## src/rtl/ddsm_pkg.sv

```systemverilog
// ddsm_pkg: shared constants and helpers for the NC-DDSM datapath
package ddsm_pkg;
    localparam int Y_WIDTH = 4;
    localparam int Y_MIN   = -3;
    localparam int Y_MAX   = 4;

    // Enabled edges until every delay and history register holds real data
    function automatic int fill_len(input int skew);
        return 2 * skew + 3;
    endfunction
endpackage

```

## src/rtl/ddsm_delay_line.sv

```systemverilog
// ddsm_delay_line: enable-gated shift register; a depth of zero is a plain wire
module ddsm_delay_line #(
    parameter int DEPTH = 1,
    parameter int WIDTH = 1
) (
    input  logic             i_clk,
    input  logic             i_rst_n,
    input  logic             i_en,
    input  logic [WIDTH-1:0] d,
    output logic [WIDTH-1:0] q
);
    if (DEPTH == 0) begin : g_wire
        logic unused;
        assign unused = &{1'b0, i_clk, i_rst_n, i_en};
        assign q = d;
    end else begin : g_shift
        logic [WIDTH-1:0] taps [DEPTH];
        // Shift one sample per enabled edge; everything holds while disabled
        always_ff @(posedge i_clk or negedge i_rst_n) begin
            if (!i_rst_n) begin
                for (int i = 0; i < DEPTH; i++) taps[i] <= '0;
            end else if (i_en) begin
                taps[0] <= d;
                for (int i = 1; i < DEPTH; i++) taps[i] <= taps[i-1];
            end
        end
        assign q = taps[DEPTH-1];
    end
endmodule

```

## src/rtl/mash_ecn.sv

```systemverilog
// mash_ecn: MASH 1-1-1 error-cancellation network, aligns carries and forms c1 + (1-z^-1)c2 + (1-z^-1)^2 c3
module mash_ecn
    import ddsm_pkg::*;
#(
    parameter int P_SKEW = 1
) (
    input  logic               i_clk,
    input  logic               i_rst_n,
    input  logic               i_en,
    input  logic               i_c1,
    input  logic               i_c2,
    input  logic               i_c3,
    output logic [Y_WIDTH-1:0] o_y,
    output logic               o_valid
);
    localparam int P_Y_WIDTH = Y_WIDTH;
    localparam int P_FILL    = fill_len(P_SKEW);

    logic                 c1_r, c2_r, c3_r;
    logic                 a1, a2, a2p, a3p, a3pp;
    logic [3:0]           count;
    logic [P_Y_WIDTH-1:0] y_next;

    // Stage 1 waits for both later stages, stage 2 for stage 3
    ddsm_delay_line #(.DEPTH(2 * P_SKEW), .WIDTH(1)) u_dly_c1 (
        .i_clk   (i_clk),
        .i_rst_n (i_rst_n),
        .i_en    (i_en),
        .d       (c1_r),
        .q       (a1)
    );

    ddsm_delay_line #(.DEPTH(P_SKEW), .WIDTH(1)) u_dly_c2 (
        .i_clk   (i_clk),
        .i_rst_n (i_rst_n),
        .i_en    (i_en),
        .d       (c2_r),
        .q       (a2)
    );

    // Modular 4-bit sum; the result range -3..+4 always fits, so no saturation
    always_comb begin
        y_next = P_Y_WIDTH'(a1) + P_Y_WIDTH'(a2) - P_Y_WIDTH'(a2p)
               + P_Y_WIDTH'(c3_r) - (P_Y_WIDTH'(a3p) << 1) + P_Y_WIDTH'(a3pp);
    end

    // Capture carries, difference history and the output word on each enabled edge
    always_ff @(posedge i_clk or negedge i_rst_n) begin
        if (!i_rst_n) begin
            c1_r <= 1'b0;
            c2_r <= 1'b0;
            c3_r <= 1'b0;
            a2p  <= 1'b0;
            a3p  <= 1'b0;
            a3pp <= 1'b0;
            o_y  <= '0;
        end else if (i_en) begin
            c1_r <= i_c1;
            c2_r <= i_c2;
            c3_r <= i_c3;
            a2p  <= a2;
            a3p  <= c3_r;
            a3pp <= a3p;
            o_y  <= y_next;
        end
    end

    // Count enabled edges since reset, stopping once the pipeline is full
    always_ff @(posedge i_clk or negedge i_rst_n) begin
        if (!i_rst_n) count <= '0;
        else if (i_en && count != 4'(P_FILL)) count <= count + 4'd1;
    end

    assign o_valid = (count == 4'(P_FILL));

    a_y_range: assert property (@(posedge i_clk) disable iff (!i_rst_n)
        int'($signed(o_y)) >= Y_MIN && int'($signed(o_y)) <= Y_MAX);
endmodule

```

## config.mk

```make
export PLATFORM = sky130hd
export DESIGN_NAME = mash_ecn
export DESIGN_NICKNAME = d
export VERILOG_FILES = /design/src/rtl/ddsm_pkg.sv /design/src/rtl/ddsm_delay_line.sv /design/src/rtl/mash_ecn.sv
export SDC_FILE = /design/constraint.sdc
export NUM_CORES = 1
export LEC_CHECK = 0
export CELL_PAD_IN_SITES_DETAIL_PLACEMENT = 1
export CELL_PAD_IN_SITES_GLOBAL_PLACEMENT = 1
export CORE_AREA = 2 2 51 53
export CTS_CLUSTER_DIAMETER = 50
export CTS_CLUSTER_SIZE = 40
export DETAILED_ROUTE_END_ITERATION = 8
export DIE_AREA = 0 0 53 55
export PLACE_DENSITY = 0.79
export SLEW_MARGIN = 20
export SYNTH_ARGS = -nofsm -noshare
export SYNTH_HDL_FRONTEND = slang
export SYNTH_SLANG_ARGS = --single-unit
```

## constraint.sdc

```tcl
create_clock -name i_clk -period 1.95 [get_ports i_clk]
set_input_delay 0.4875 -clock i_clk [delete_from_list [all_inputs] [get_ports i_clk]]
set_output_delay 0.4875 -clock i_clk [all_outputs]
set_load 0.005 [all_outputs]
```

Word-level counts from Yosys, hierarchy flattened
Cells that the tools add are included.

Bits in registers: 17. Input bits: 6. Output and inout bits: 5. Logic and storage cells: 20.

Add/sub/neg operators: 6. Equality and inequality tests: 2. Reduce and logical (&&, ||, !) cells: 1.

Operator list (count): 3-bit by 2-bit adder with 4-bit output (1); 4-bit by 1-bit adder with 4-bit output (1); 4-bit by 1-bit adder with 4-bit output (second input constant) (1); 4-bit by 3-bit equality test with 1-bit output (second input constant) (1); 4-bit by 3-bit inequality test with 1-bit output (second input constant) (1); 4-bit by 2-bit subtractor with 4-bit output (1); 2-bit by 1-bit subtractor with 3-bit output (1); 1-bit by 1-bit adder with 2-bit output (1); 1-bit logical AND (1).

Logic depth before layout (Yosys ltp)
Depth after elaboration: 5. Depth in mapped cells: 11. Mapped depth without buffers: 11.

Cells and area by module
From an unflattened synthesis, not the netlist that was laid out.

Cells, all modules: 74. Area total of the unflattened synthesis: 872.1 µm².

Modules (own cells, without submodules): mash_ecn (times used 1, cells each 68, area an instance 759.5 µm², seq. area each 350.3 µm²); ddsm_delay_line at u_dly_c1 (times used 1, cells each 4, area an instance 72.6 µm², seq. area each 50.0 µm²); ddsm_delay_line at u_dly_c2 (times used 1, cells each 2, area an instance 40.0 µm², seq. area each 25.0 µm²).

Worst setup path after synthesis
Ideal clock, no wire load.

Path type: reg2reg. Start point: reg u_dly_c2.g_shift.taps (netlist: u_dly_c2.q). End point: reg o_y[2]. Setup time: 125 ps. Data arrival time: 1960 ps. Data required time: 1825 ps. Setup slack: -135 ps. Stages on the path, launching flop included: 12. Buffers on the path: 0. Period minus slack after synthesis: 2085 ps. Cells stage by stage: dfrtp_1 inv_1 ha_1 inv_1 ha_1 inv_1 ha_1 inv_1 ha_1 ha_1 xnor2_1 mux2_2.

Cells in the longest elaborated chain, start to end: 5.

Ends and longest elaborated chain: from (decl) (RTL line ddsm_delay_line.sv:17) `logic [WIDTH-1:0] taps [DEPTH];`; 1-bit by 1-bit adder with 2-bit output (RTL line mash_ecn.sv:43) `y_next = P_Y_WIDTH'(a1) + P_Y_WIDTH'(a2) - P_Y_WIDTH'(a2p)`; 2-bit by 1-bit subtractor with 3-bit output (RTL line mash_ecn.sv:43); 3-bit by 2-bit adder with 4-bit output (RTL line mash_ecn.sv:44) `+ P_Y_WIDTH'(c3_r) - (P_Y_WIDTH'(a3p) << 1) + P_Y_WIDTH'(a3pp);`; 4-bit by 2-bit subtractor with 4-bit output (RTL line mash_ecn.sv:44); 4-bit by 1-bit adder with 4-bit output (RTL line mash_ecn.sv:44); to (signal assigned) (RTL line mash_ecn.sv:64) `o_y <= y_next;`; to (decl) (RTL line mash_ecn.sv:13) `output logic [Y_WIDTH-1:0] o_y,`.

Every way passes these cells. A chain may end at the register's enable or synchronous reset.

Worst setup path after layout
Ends and elaborated chain as after synthesis.

==> run metrics <==
status finished with violations; violated checks negative setup slack; clock tree buffer depth 2; final hold vios 0; post-synthesis cell area 861 µm²; PwrDens 1150 nW/µm²; synthesis-to-layout area growth 34.0%; Final Wtd Congestion 0.738; FF+latch area 425 µm²; drc violations 0; Root Buffer clkbuf_4; yosys warns 0; cts hold-fix bufs 0; CORE AREA 2360 µm²; Final WS setup -219 ps; Final Util 48.8%; Tot GR Track Use 15.2%; Max-cap violations 0; CTS sink count 17; vias in the first global route 669; CTS buffer count 3; post-DR wirelength/cell 13.6 µm; hpwl dp between 1 and 1.5 mm; width of the die 53 µm; total die area 2920 µm²; critical path type reg -> reg; worst hold-check path type in -> async; Tmin final 2170 ps; post-route clock period utilization 111%; Die Y-Extent 55 µm; Syn Area/Cell 11.5 µm²; synth top area cells dfrtp_1, ha_1, mux2_2, inv_1, fa_1; worst-margin pin slew 221 ps; CTS tree built; Buffers on Ports 10; sequential share of the synthesized area 49.4%; Routed WL ~1.7 mm; via count roughly 570; worst path arrival time 2360 ps; first-pass GRT wire length just under 3 mm; post-synth top area cell dfrtp_1; #FFs+latches synth 17; Filler cells 254; total grt overflow 0; Distinct cells, synth 20; H-Tree Depth 1; Max Fclk about 460 MHz; Worst Path Max Fanout 2; initial antenna violation count 0; Gate Count Post-Synth 75; Max Clock Skew just over 2 ps; post-DR vias/cell 4.62; later-pin clock latency in the skew report 290 ps; fin nets 110; dpl ws -222 ps; Ports 11; Initial Util 36.4%; layout cells sized above 1 30.1%; final count of negative-setup-slack endpoints 3; Antenna Cells 0; Pleak approximately 0.52 nW; Reg clk slew, reported paths 100 ps; largest net degree at the start of global routing 24; drt first pass iters 3; unrepaired setup endpoints after global routing true; Yosys top cell area share 49.4%; critical path required time 2140 ps; Synth Net Count 91; Routed Antenna Nets 0; Setup crit end kind flop; VDD IR-drop max 747 µV; CP Launch Type flop; Starting DRT DRC Count 2; relative max-transition margin 85.2%; Slew Limit Fails 0; area of the multi-input gates ~450 µm²; FP Rows 18
[logic make-up (layout without fill, tap and decap cells)]
logic type,count (synthesis),count (layout),synth area share (%)
flops,17,17,49.4
buf+inv,16,34,7.99
simple gates,12,12,7.85
fa+ha+maj,10,10,16.3
compound gates,10,10,6.25
mux,8,8,10.2
xor+xnor,2,2,2.04
[timing repair]
action                     in CTS  in global routing
setup endpoints to repair       4                  4
pin swaps                       1                  2
gates resized for setup         6                  8
buffers inserted                2                  1
[worst max-delay path, stage by stage, from the launching register on]
cell,delay [ps]
dfrtp_1,410
inv_2,80
ha_4,210
inv_4,50
ha_4,120
inv_4,40
fa_1,570
inv_2,60
ha_4,150
xnor2_1,110
mux2_4,250
[synth_stat cells]
cell type and number:
dfrtp_1 17, o21ai_0 4, nor3b_1 1, o22ai_1 1
inv_1 14, nand4_1 1, mux2i_1 2, nand2_1 6
ha_1 8, buf_6 1, a21o_1 1, nor3_1 1
a21oi_1 4, nand2b_4 1, mux2_2 6, xnor2_1 2
and3b_1 1, buf_2 1, nor2_1 1, fa_1 2
[metal layers]
| metal | up-vias | part of all wire, % | track usage, % |
|---|---|---|---|
| li1 | 274 | - | - |
| met1 | 281 | 38 | 16.0 |
| met2 | 9 | 56 | 26.5 |
| met3 | 4 | 3.5 | 3.49 |
| met4 | 0 | 2.8 | 11.5 |
| met5 | - | 0 | 0 |
[worst paths after layout]
kind	to	startpoint	slack, ps	cells after the start
setup / recovery	o_y[2]$_DFFE_PN0P_	u_dly_c2.q$_DFFE_PN0P_	-220	10
hold / removal	a3p$_DFFE_PN0P_	i_rst_n	510	2
setup reg to reg	o_y[2]$_DFFE_PN0P_	u_dly_c2.q$_DFFE_PN0P_	-220	10
hold reg to reg	count[2]$_DFFE_PN0P_	count[2]$_DFFE_PN0P_	510	1
max in group asynchronous	count[0]$_DFFE_PN0P_	i_rst_n	1250	2
min in group i_clk	count[2]$_DFFE_PN0P_	count[2]$_DFFE_PN0P_	510	1
[per-stage QoR]
step | cell area, µm² | hold slack [ps] | setup TNS (ps) | cells | total power [mW]
floorplan | 881 | 192 | -154 | 75 | 0.828
global placement | 1040 | 469 | -286 | 116 | 0.998
global route | 1150 | 511 | -575 | 123 | 1.47
CTS | 1100 | 503 | -378 | 122 | 1.28
finish | 1150 | 507 | -314 | 123 | 1.33
detailed placement | 1040 | 481 | -446 | 116 | 1.03
[layout by cell type, fill, tap and decap left out, types with 2 or more instances in the layout]
master,count
dfrtp_1,17
buf_4,5
mux2i_1,2
mux2_2,5
nand2_1,6
xnor2_1,2
clkdlybuf4s50_1,9
inv_4,2
ha_4,6
inv_2,2
a21oi_1,4
inv_1,10
clkbuf_4,3
o21ai_0,4
[sequential cells by signal, summed over array words and instances (netlist names)]
| register | flops |
|---|---|
| count | 4 |
| a2p | 1 |
| c1_r | 1 |
| c3_r | 1 |
| u_dly_c2.q | 1 |
| a3pp | 1 |
| o_y | 4 |
| u_dly_c1.q | 1 |
| u_dly_c1.g_shift.taps | 1 |
| a3p | 1 |
| c2_r | 1 |
[power by group]
| part | switching, mW | internal, mW | total, mW |
|---|---|---|---|
| combinational | 0.246 | 0.354 | 0.600 |
| clock | 0.112 | 0.0797 | 0.192 |
| sequential | 0.0812 | 0.457 | 0.538 |
[cell type report]
type | count | area share, %
inverter | 14 | 4.99
clock buffer | 4 | 2.28
timing repair buffer | 16 | 13.6
sequential | 17 | 36.9
multi-input combinational | 42 | 39.0
tap | 30 | 3.25
No activity file was read; power rests on OpenSTA's default activity.
